--- src/rtl/soc_bus_xbar_if.sv ---
// Data-bus bundle between the core port, the interconnect and its slaves.
// Master-side fields are m_*, per-slave fields are s_* (packed by slave index).
interface soc_bus_xbar_if #(
    parameter int NUM_SLV = 2,
    parameter int AW      = 32,
    parameter int DW      = 32
);
    logic                  m_req;
    logic                  m_we;
    logic [AW-1:0]         m_addr;
    logic [DW/8-1:0]       m_sel;
    logic [DW-1:0]         m_wdata;
    logic                  m_gnt;
    logic                  m_rvalid;
    logic [DW-1:0]         m_rdata;
    logic                  m_err;

    logic [NUM_SLV-1:0]    s_req;
    logic                  s_we;
    logic [AW-1:0]         s_addr;
    logic [DW/8-1:0]       s_sel;
    logic [DW-1:0]         s_wdata;
    logic [NUM_SLV-1:0]    s_gnt;
    logic [NUM_SLV-1:0]    s_rvalid;
    logic [NUM_SLV*DW-1:0] s_rdata;

    modport master (
        output m_req, m_we, m_addr, m_sel, m_wdata,
        input  m_gnt, m_rvalid, m_rdata, m_err
    );

    modport slave (
        input  s_req, s_we, s_addr, s_sel, s_wdata,
        output s_gnt, s_rvalid, s_rdata
    );

    modport xbar (
        input  m_req, m_we, m_addr, m_sel, m_wdata,
        output m_gnt, m_rvalid, m_rdata, m_err,
        output s_req, s_we, s_addr, s_sel, s_wdata,
        input  s_gnt, s_rvalid, s_rdata
    );
endinterface

--- src/rtl/soc_bus_xbar.sv ---
// Single-master, multi-slave data-bus interconnect with one outstanding
// transaction, registered response and error on unmapped/timeout.
module soc_bus_xbar #(
    parameter int                    NUM_SLV     = 2,
    parameter int                    AW          = 32,
    parameter int                    DW          = 32,
    parameter logic [NUM_SLV*AW-1:0] SLV_BASE    = {32'h1000_0000, 32'h0000_0000},
    parameter logic [NUM_SLV*AW-1:0] SLV_MASK    = {32'hF000_0000, 32'hF000_0000},
    parameter int                    TIMEOUT_CYC = 16
) (
    input  logic           clk,
    input  logic           rst_n,
    soc_bus_xbar_if.xbar   bus
);
    localparam int IW = (NUM_SLV > 1) ? $clog2(NUM_SLV) : 1;
    localparam int CW = $clog2(TIMEOUT_CYC);
    localparam logic [CW-1:0] CNT_LAST = CW'(TIMEOUT_CYC - 1);

    typedef enum logic [1:0] {IDLE, WAIT, RESP} state_t;

    state_t             state;
    logic [IW-1:0]      idx_q;
    logic [CW-1:0]      cnt;
    logic               rvalid_q;
    logic               err_q;
    logic [DW-1:0]      rdata_q;

    logic               hit;
    logic [IW-1:0]      hit_idx;
    logic [NUM_SLV-1:0] req;
    logic               gnt;
    logic               sel_rvalid;
    logic [DW-1:0]      sel_rdata;

    assign bus.s_we     = bus.m_we;
    assign bus.s_addr   = bus.m_addr;
    assign bus.s_sel    = bus.m_sel;
    assign bus.s_wdata  = bus.m_wdata;
    assign bus.s_req    = req;
    assign bus.m_gnt    = gnt;
    assign bus.m_rvalid = rvalid_q;
    assign bus.m_err    = err_q;
    assign bus.m_rdata  = rdata_q;

    // Lowest matching slave index wins on overlapping windows.
    always_comb begin
        hit     = 1'b0;
        hit_idx = '0;
        for (int i = 0; i < NUM_SLV; i++) begin
            if (!hit && ((bus.m_addr & SLV_MASK[i*AW +: AW]) == SLV_BASE[i*AW +: AW])) begin
                hit     = 1'b1;
                hit_idx = IW'(i);
            end
        end
    end

    always_comb begin
        req = '0;
        gnt = 1'b0;
        if (rst_n && state == IDLE && bus.m_req) begin
            if (hit) begin
                req[hit_idx] = 1'b1;
                gnt          = bus.s_gnt[hit_idx];
            end else begin
                gnt = 1'b1;
            end
        end
    end

    assign sel_rvalid = bus.s_rvalid[idx_q];
    assign sel_rdata  = bus.s_rdata[int'(idx_q)*DW +: DW];

    always_ff @(posedge clk or negedge rst_n) begin
        if (!rst_n) begin
            state    <= IDLE;
            idx_q    <= '0;
            cnt      <= '0;
            rvalid_q <= 1'b0;
            err_q    <= 1'b0;
            rdata_q  <= '0;
        end else begin
            unique case (state)
                IDLE: begin
                    if (gnt) begin
                        if (hit) begin
                            idx_q <= hit_idx;
                            cnt   <= '0;
                            state <= WAIT;
                        end else begin
                            rvalid_q <= 1'b1;
                            err_q    <= 1'b1;
                            rdata_q  <= '0;
                            state    <= RESP;
                        end
                    end
                end
                WAIT: begin
                    if (sel_rvalid) begin
                        rvalid_q <= 1'b1;
                        err_q    <= 1'b0;
                        rdata_q  <= sel_rdata;
                        state    <= RESP;
                    end else if (cnt == CNT_LAST) begin
                        rvalid_q <= 1'b1;
                        err_q    <= 1'b1;
                        rdata_q  <= '0;
                        state    <= RESP;
                    end else begin
                        cnt <= cnt + 1'b1;
                    end
                end
                RESP: begin
                    rvalid_q <= 1'b0;
                    err_q    <= 1'b0;
                    rdata_q  <= '0;
                    state    <= IDLE;
                end
                default: state <= IDLE;
            endcase
        end
    end
endmodule

--- src/flat_wrapper.sv ---
// flat-port wrapper written by rule: the top's interface ports become plain ports
module soc_bus_xbar_flat 
#(
    parameter int                    NUM_SLV     = 2,
    parameter int                    AW          = 32,
    parameter int                    DW          = 32,
    parameter logic [NUM_SLV*AW-1:0] SLV_BASE    = {32'h1000_0000, 32'h0000_0000},
    parameter logic [NUM_SLV*AW-1:0] SLV_MASK    = {32'hF000_0000, 32'hF000_0000},
    parameter int                    TIMEOUT_CYC = 16
)
  (clk, rst_n, bus_m_req, bus_m_we, bus_m_addr, bus_m_sel, bus_m_wdata, bus_m_gnt, bus_m_rvalid, bus_m_rdata, bus_m_err, bus_s_req, bus_s_we, bus_s_addr, bus_s_sel, bus_s_wdata, bus_s_gnt, bus_s_rvalid, bus_s_rdata);
  soc_bus_xbar_if #(.NUM_SLV(NUM_SLV), .AW(AW), .DW(DW)) bus_i ();
  input  logic clk;
  input  logic rst_n;
  input wire logic [$bits(bus_i.m_req)-1:0] bus_m_req;
  input wire logic [$bits(bus_i.m_we)-1:0] bus_m_we;
  input wire logic [$bits(bus_i.m_addr)-1:0] bus_m_addr;
  input wire logic [$bits(bus_i.m_sel)-1:0] bus_m_sel;
  input wire logic [$bits(bus_i.m_wdata)-1:0] bus_m_wdata;
  output wire logic [$bits(bus_i.m_gnt)-1:0] bus_m_gnt;
  output wire logic [$bits(bus_i.m_rvalid)-1:0] bus_m_rvalid;
  output wire logic [$bits(bus_i.m_rdata)-1:0] bus_m_rdata;
  output wire logic [$bits(bus_i.m_err)-1:0] bus_m_err;
  output wire logic [$bits(bus_i.s_req)-1:0] bus_s_req;
  output wire logic [$bits(bus_i.s_we)-1:0] bus_s_we;
  output wire logic [$bits(bus_i.s_addr)-1:0] bus_s_addr;
  output wire logic [$bits(bus_i.s_sel)-1:0] bus_s_sel;
  output wire logic [$bits(bus_i.s_wdata)-1:0] bus_s_wdata;
  input wire logic [$bits(bus_i.s_gnt)-1:0] bus_s_gnt;
  input wire logic [$bits(bus_i.s_rvalid)-1:0] bus_s_rvalid;
  input wire logic [$bits(bus_i.s_rdata)-1:0] bus_s_rdata;
  assign bus_i.m_req = bus_m_req;
  assign bus_i.m_we = bus_m_we;
  assign bus_i.m_addr = bus_m_addr;
  assign bus_i.m_sel = bus_m_sel;
  assign bus_i.m_wdata = bus_m_wdata;
  assign bus_m_gnt = bus_i.m_gnt;
  assign bus_m_rvalid = bus_i.m_rvalid;
  assign bus_m_rdata = bus_i.m_rdata;
  assign bus_m_err = bus_i.m_err;
  assign bus_s_req = bus_i.s_req;
  assign bus_s_we = bus_i.s_we;
  assign bus_s_addr = bus_i.s_addr;
  assign bus_s_sel = bus_i.s_sel;
  assign bus_s_wdata = bus_i.s_wdata;
  assign bus_i.s_gnt = bus_s_gnt;
  assign bus_i.s_rvalid = bus_s_rvalid;
  assign bus_i.s_rdata = bus_s_rdata;
  soc_bus_xbar #(.NUM_SLV(NUM_SLV), .AW(AW), .DW(DW), .SLV_BASE(SLV_BASE), .SLV_MASK(SLV_MASK), .TIMEOUT_CYC(TIMEOUT_CYC)) u_core (.clk(clk), .rst_n(rst_n), .bus(bus_i));
endmodule
--- config.mk ---
export PLATFORM = sky130hd
export DESIGN_NAME = soc_bus_xbar_flat
export DESIGN_NICKNAME = d
export VERILOG_FILES = /design/src/rtl/soc_bus_xbar_if.sv /design/src/rtl/soc_bus_xbar.sv /design/src/flat_wrapper.sv
export SDC_FILE = /design/constraint.sdc
export NUM_CORES = 1
export LEC_CHECK = 0
export ABC_AREA = 1
export ABC_CLOCK_PERIOD_IN_PS = 1460
export CORE_UTILIZATION = 25
export CTS_CLUSTER_SIZE = 30
export DETAILED_ROUTE_END_ITERATION = 10
export GPL_TIMING_DRIVEN = 0
export PLACE_DENSITY = 0.71
export REMOVE_ABC_BUFFERS = 1
export SETUP_SLACK_MARGIN = 0.1
export SLEW_MARGIN = 25
export SYNTH_ARGS = -nofsm -noshare
export SYNTH_HDL_FRONTEND = slang
export SYNTH_SLANG_ARGS = --single-unit
export TNS_END_PERCENT = 10
--- constraint.sdc ---
create_clock -name clk -period 1.46 [get_ports clk]
set_clock_uncertainty 0.15 [all_clocks]
set_input_delay 0.365 -clock clk [delete_from_list [all_inputs] [get_ports clk]]
set_output_delay 0.365 -clock clk [all_outputs]
set_load 0.01 [all_outputs]
=== Yosys cells after proc, flatten, opt, wreduce, memory -nomap -nowiden ===
Index checks and enable logic that the tools add are counted.
W data, S select, Z words.

* Add/sub/neg operators: 1
* $lt $le $gt $ge: 3
* Equality and inequality tests: 10
* Shift-type cells: 1
* Muxes and demuxes: 35
* Reductions and logical operators: 13

{| class="wikitable"
|+ Operators with widths
! operator !! number
|-
| $mux W32 || 4
|-
| $pmux W32 S3 || 1
|-
| $shiftx A64 B7 Y32 || 1
|-
| $logic_not A32 Y1 || 1
|-
| $mux W4 || 4
|-
| $mux W1 || 15
|-
| $mux W2 || 6
|-
| $ne A2 B2 Y1 const B || 4
|-
| $pmux W4 S2 || 1
|-
| $pmux W1 S3 || 2
|-
| $reduce_and A5 Y1 || 1
|-
| $add A4 B1 Y4 const B || 1
|-
| $eq A4 B1 Y1 const B || 1
|-
| $eq A4 B4 Y1 const B || 1
|-
| $logic_and A1 B1 Y1 || 4
|-
| $lt A1 B2 Y1 const B || 2
|-
| $pmux W2 S2 || 1
|-
| $reduce_and A4 Y1 || 1
|-
| $ne A3 B1 Y1 const B || 1
|-
| $reduce_and A3 Y1 || 1
|-
| $reduce_bool A3 Y1 || 1
|-
| $eq A2 B1 Y1 const B || 1
|-
| $eq A2 B2 Y1 const B || 1
|-
| $logic_not A2 Y1 || 1
|-
| 6 further kinds || 6
|}

* Register bits: 41
* Input bits: 140

=== Longest topological paths before layout ===
* Depth after elaboration: 11
* Depth in mapped cells: 11

=== Worst setup path after synthesis ===
OpenSTA, ideal clock, no wires.

* Path type: register -> output
* Start point: register u_core.state[1]
* End point: output port bus_s_req[0]
* Arrival time: 1.079 ns
* Required time: 0.945 ns
* Path slack: -0.134 ns
* Stages on the path, launching flop included: 6
* Path buffers: 0
* Path through: dfrtp_1 nor2_1 inv_1 nor2_1 inv_1 nor3_1

* Longest elaborated chain between the ends: 4

{| class="wikitable"
|+ RTL lines
! what !! line !! text
|-
| start, declared || soc_bus_xbar.sv:21 || <nowiki>state_t state;</nowiki>
|-
| start signal, assigned || soc_bus_xbar.sv:75 || <nowiki>state <= IDLE;</nowiki>
|-
| start signal, assigned || soc_bus_xbar.sv:88 || <nowiki>state <= WAIT;</nowiki>
|-
| start signal, assigned || soc_bus_xbar.sv:93 || <nowiki>state <= RESP;</nowiki>
|-
| $logic_not A2 Y1 || soc_bus_xbar.sv:60 || <nowiki>if (rst_n && state == IDLE && bus.m_req) begin</nowiki>
|-
| $logic_and A1 B1 Y1 (2 in a row) || soc_bus_xbar.sv:60 ||
|-
| $mux W2 || soc_bus_xbar.sv:60 ||
|-
| end, declared || flat_wrapper.sv:24 || <nowiki>output wire logic [$bits(bus_i.s_req)-1:0] bus_s_req;</nowiki>
|}

No other way between the ends.

=== Final worst setup path ===
Same ends and word-level chain as after synthesis.

==> metrics.csv <==
stage,metric,value,unit
logic_synthesis,"top cells by area, synth","dfrtp_1 38%, buf_4 19%, nand2_1 13%",
run,max_cap viols,0,
worst_setup_path,Max stage delay on crit path,0.41,ns
cells_and_area,share of layout cells above drive strength 1,0.398,
sta,Worst Max-Slew Pin Slew,0.833,ns
route,total number of vias,2613,
logic_synthesis,top_reg_cell synth,dfrtp_1,
grt,first-pass GRT wire length,19.6,mm
cts,CTS tree,built,
sta,Peak Freq,0.544,GHz
worst_setup_path,required time of the worst setup path,0.94,ns
sta,relative slew slack,0.444,
floorplan,die height,106,um
worst_setup_path,Most Frequent Cell on Critical Path,inv_2,
placement,gpl congestion,0.825,
logic_synthesis,#FFs+latches synth,41,
cts,Clock Path Buffers,2,
floorplan,total core area,0.0104,mm^2
cts,htree depth,2,
cells_and_area,Final Non-Filler Cells,543,
grt,total track usage,0.262,
grt,initial antenna violation count,0,
worst_setup_path,CP Cell Sequence,nor2_2 > inv_2 > nor2_4 > inv_2 > nor3_2 > buf_2,
placement,Post-Place Setup Slack,-1.18,ns
placement,port bufs,115,
worst_setup_path,Crit Path Category,reg2out,
worst_setup_path,RR Endpoint,u_core.cnt[1],
cts,"Clk Latency, worst-skew pair",0.29,ns
sta,final setup fails,44,
logic_synthesis,mapped cell area,0.00269,mm^2
logic_synthesis,synthesized area per cell,8.27,um^2
logic_synthesis,sequential cell area fraction in the yosys report,0.382,
floorplan,Initial Utilization,0.259,
worst_setup_path,reg2reg start,u_core.state[1],
sta,RSZ-0062 raised after global routing,yes,
worst_setup_path,r2r worst-path depth,11,
worst_setup_path,crit path capture type,primary output,
power,Peak VDD IR,875,uV
floorplan,# IOs,246,
worst_setup_path,slowest CP cell,dfrtp_1,
floorplan,Die W,106,um
power,Pleak,1.94,nW
logic_synthesis,top-count cell post-synth,nand2_1,
sta,final hold slack,0.177,ns
worst_setup_path,reg2reg setup slack,-0.29,ns
cts,CTS sink count,41,
cells_and_area,fin nets,548,
route,DR pass1 iterations,4,
sta,min cycle time layout,1.84,ns
placement,hpwl dp,10.7,mm
sta,setup ws final,-0.377,ns
worst_setup_path,worst path bufs/invs,3,
placement,placed insts,495,
logic_synthesis,ys async rst share,1.00,
logic_synthesis,leading area contributor after synthesis,dfrtp_1,
sta,number of hold violations in the final report,0,
worst_setup_path,"CP delay by family, top",flip-flops,
grt,vias in the first global route,2488,
logic_synthesis,Synth top area share,0.382,
cells_and_area,number of antenna diodes,0,
cts,root buffer cell,clkbuf_8,
sta,crit share post-route,1.26,
route,WL/cell,27.8,um
route,DRT Wirelength,15.1,mm
grt,largest net degree at the start of global routing,18,
cells_and_area,Layout area overhead,46.0,%
worst_setup_path,crit path DAT,1.32,ns
logic_synthesis,Post-synth EDFFs,0,
worst_setup_path,crit-path max FO,3,
route,DRC Markers,0,
route,vias per cell,4.81,
run_status,failing checks,negative setup slack,
grt,GRT Residual Overflow,0,
logic_synthesis,commonest cells in the netlist,"90 x nand2_1, 69 x buf_4, 41 x dfrtp_1",
cells_and_area,final design utilization,0.378,
run_status,status,"finished, violations left",
logic_synthesis,Yosys warning total,0,
floorplan,die area,0.0112,mm^2
logic_synthesis,Yosys cell types,22,
cts,CTS Buf Count,5,
cts,Clock transition at path regs,0.08,ns
route,post-route ant nets,0,
floorplan,Site Rows,37,
route,Initial DRC Count,167,
sta,count of pins over their slew limit,0,
worst_setup_path,Critical Path Source Type,flip-flop,
power,PD cells,937,mW/mm^2
hold_path,Min-Delay Path Class,in2async,
logic_synthesis,Syn Inst Count,325,
[stage by stage]
step	total power (W)	cell area, um^2	TNS, ns
2_1_floorplan	0.00170	2070	-23.02
3_3_place_gp	0.00219	3390	-155.27
3_5_place_dp	0.00221	3410	-43.47
4_1_cts	0.00336	3720	-13.05
5_1_grt	0.00384	3930	-11.23
6_report	0.00368	3930	-8.34
[layer usage]
layer	vias up	track usage	part of all wire
met3	14	0.249	0.20
met4	2	0.0427	0.014
met5	-	0.0667	0.0054
met2	241	0.407	0.45
li1	1138	-	-
met1	1218	0.252	0.33
[kinds of logic (layout without fill, tap and decap cells)]
family	count (synthesis)	in the layout	synth area share
buffers and inverters	96	173	0.251
adders and majority gates	1	1	0.00465
and+or+nand+nor	150	155	0.262
xor gates and xnor gates	1	1	0.00326
DFF	41	41	0.382
AOI/OAI and AO/OA	36	36	0.0982
[worst register-to-register path, delay by kind of cell (launching register included)]
family / cells / cell delay (ns)
and+or+nand+nor: 5 / 0.55
DFF: 1 / 0.41
buffers and inverters: 6 / 0.53
[cell usage in the layout, fill, tap and decap left out, drive strengths merged, types with 2 or more instances in the layout]
cell           count
o21ai              3
clkbuf             9
nand3              8
buf               70
dlymetal6s4s       2
dfrtp             41
or2               32
nor3               2
nand2             98
nor2              15
o211ai            32
clkdlybuf4s50     68
dlygate4sd2        5
inv               15
[how the worst max path moves through the flow]
stage / startpoint / cells after the start / end / slack, ns
global route: u_core.state[1] / 6 / bus_s_req[0] / -0.43
global placement: rst_n / 6 / bus_s_req[0] / -2.69
finish: u_core.state[1] / 6 / bus_s_req[0] / -0.38
CTS: u_core.state[0] / 6 / bus_s_req[0] / -0.40
detailed placement: rst_n / 7 / bus_s_req[0] / -1.18
floorplan: u_core.idx_q / 6 / u_core.bus.m_rdata[0] / -0.62
[registers in the layout, summed over array words and instances (netlist names)]
signal	cells
u_core.bus.m_rdata	32
u_core.bus.m_rvalid	1
u_core.state	2
u_core.cnt	4
u_core.idx_q	1
u_core.bus.m_err	1
[timing repair]
item,in CTS,in global routing
endpoints found under the setup margin,82,103
hold endpoints to repair,29,0
pin swaps,10,13
hold buffers,3,0
buffers inserted,25,8
cloned,5,2
resized for setup,185,38
[power breakdown]
group / internal, W / total (W) / leakage (nW) / switching, W
combinational: 0.000747 / 0.00159 / 1.33 / 0.000845
clock: 0.000374 / 0.000784 / 0.0433 / 0.000409
sequential: 0.00123 / 0.00130 / 0.563 / 0.0000689
total: 0.00235 / 0.00368 / 1.94 / 0.00132
[final cells by class]
cell class / count / area (um^2)
Clock inverter: 1 / 7.51
Sequential cell: 41 / 1030
Inverter: 14 / 65.1
Multi-Input combinational cell: 193 / 1190
Fill cell: 1069 / 6440
Clock buffer: 6 / 82.6
Timing Repair inverter: 1 / 8.76
Timing Repair Buffer: 151 / 1370
Tap cell: 136 / 170
No activity file was read; power rests on OpenSTA's default activity.
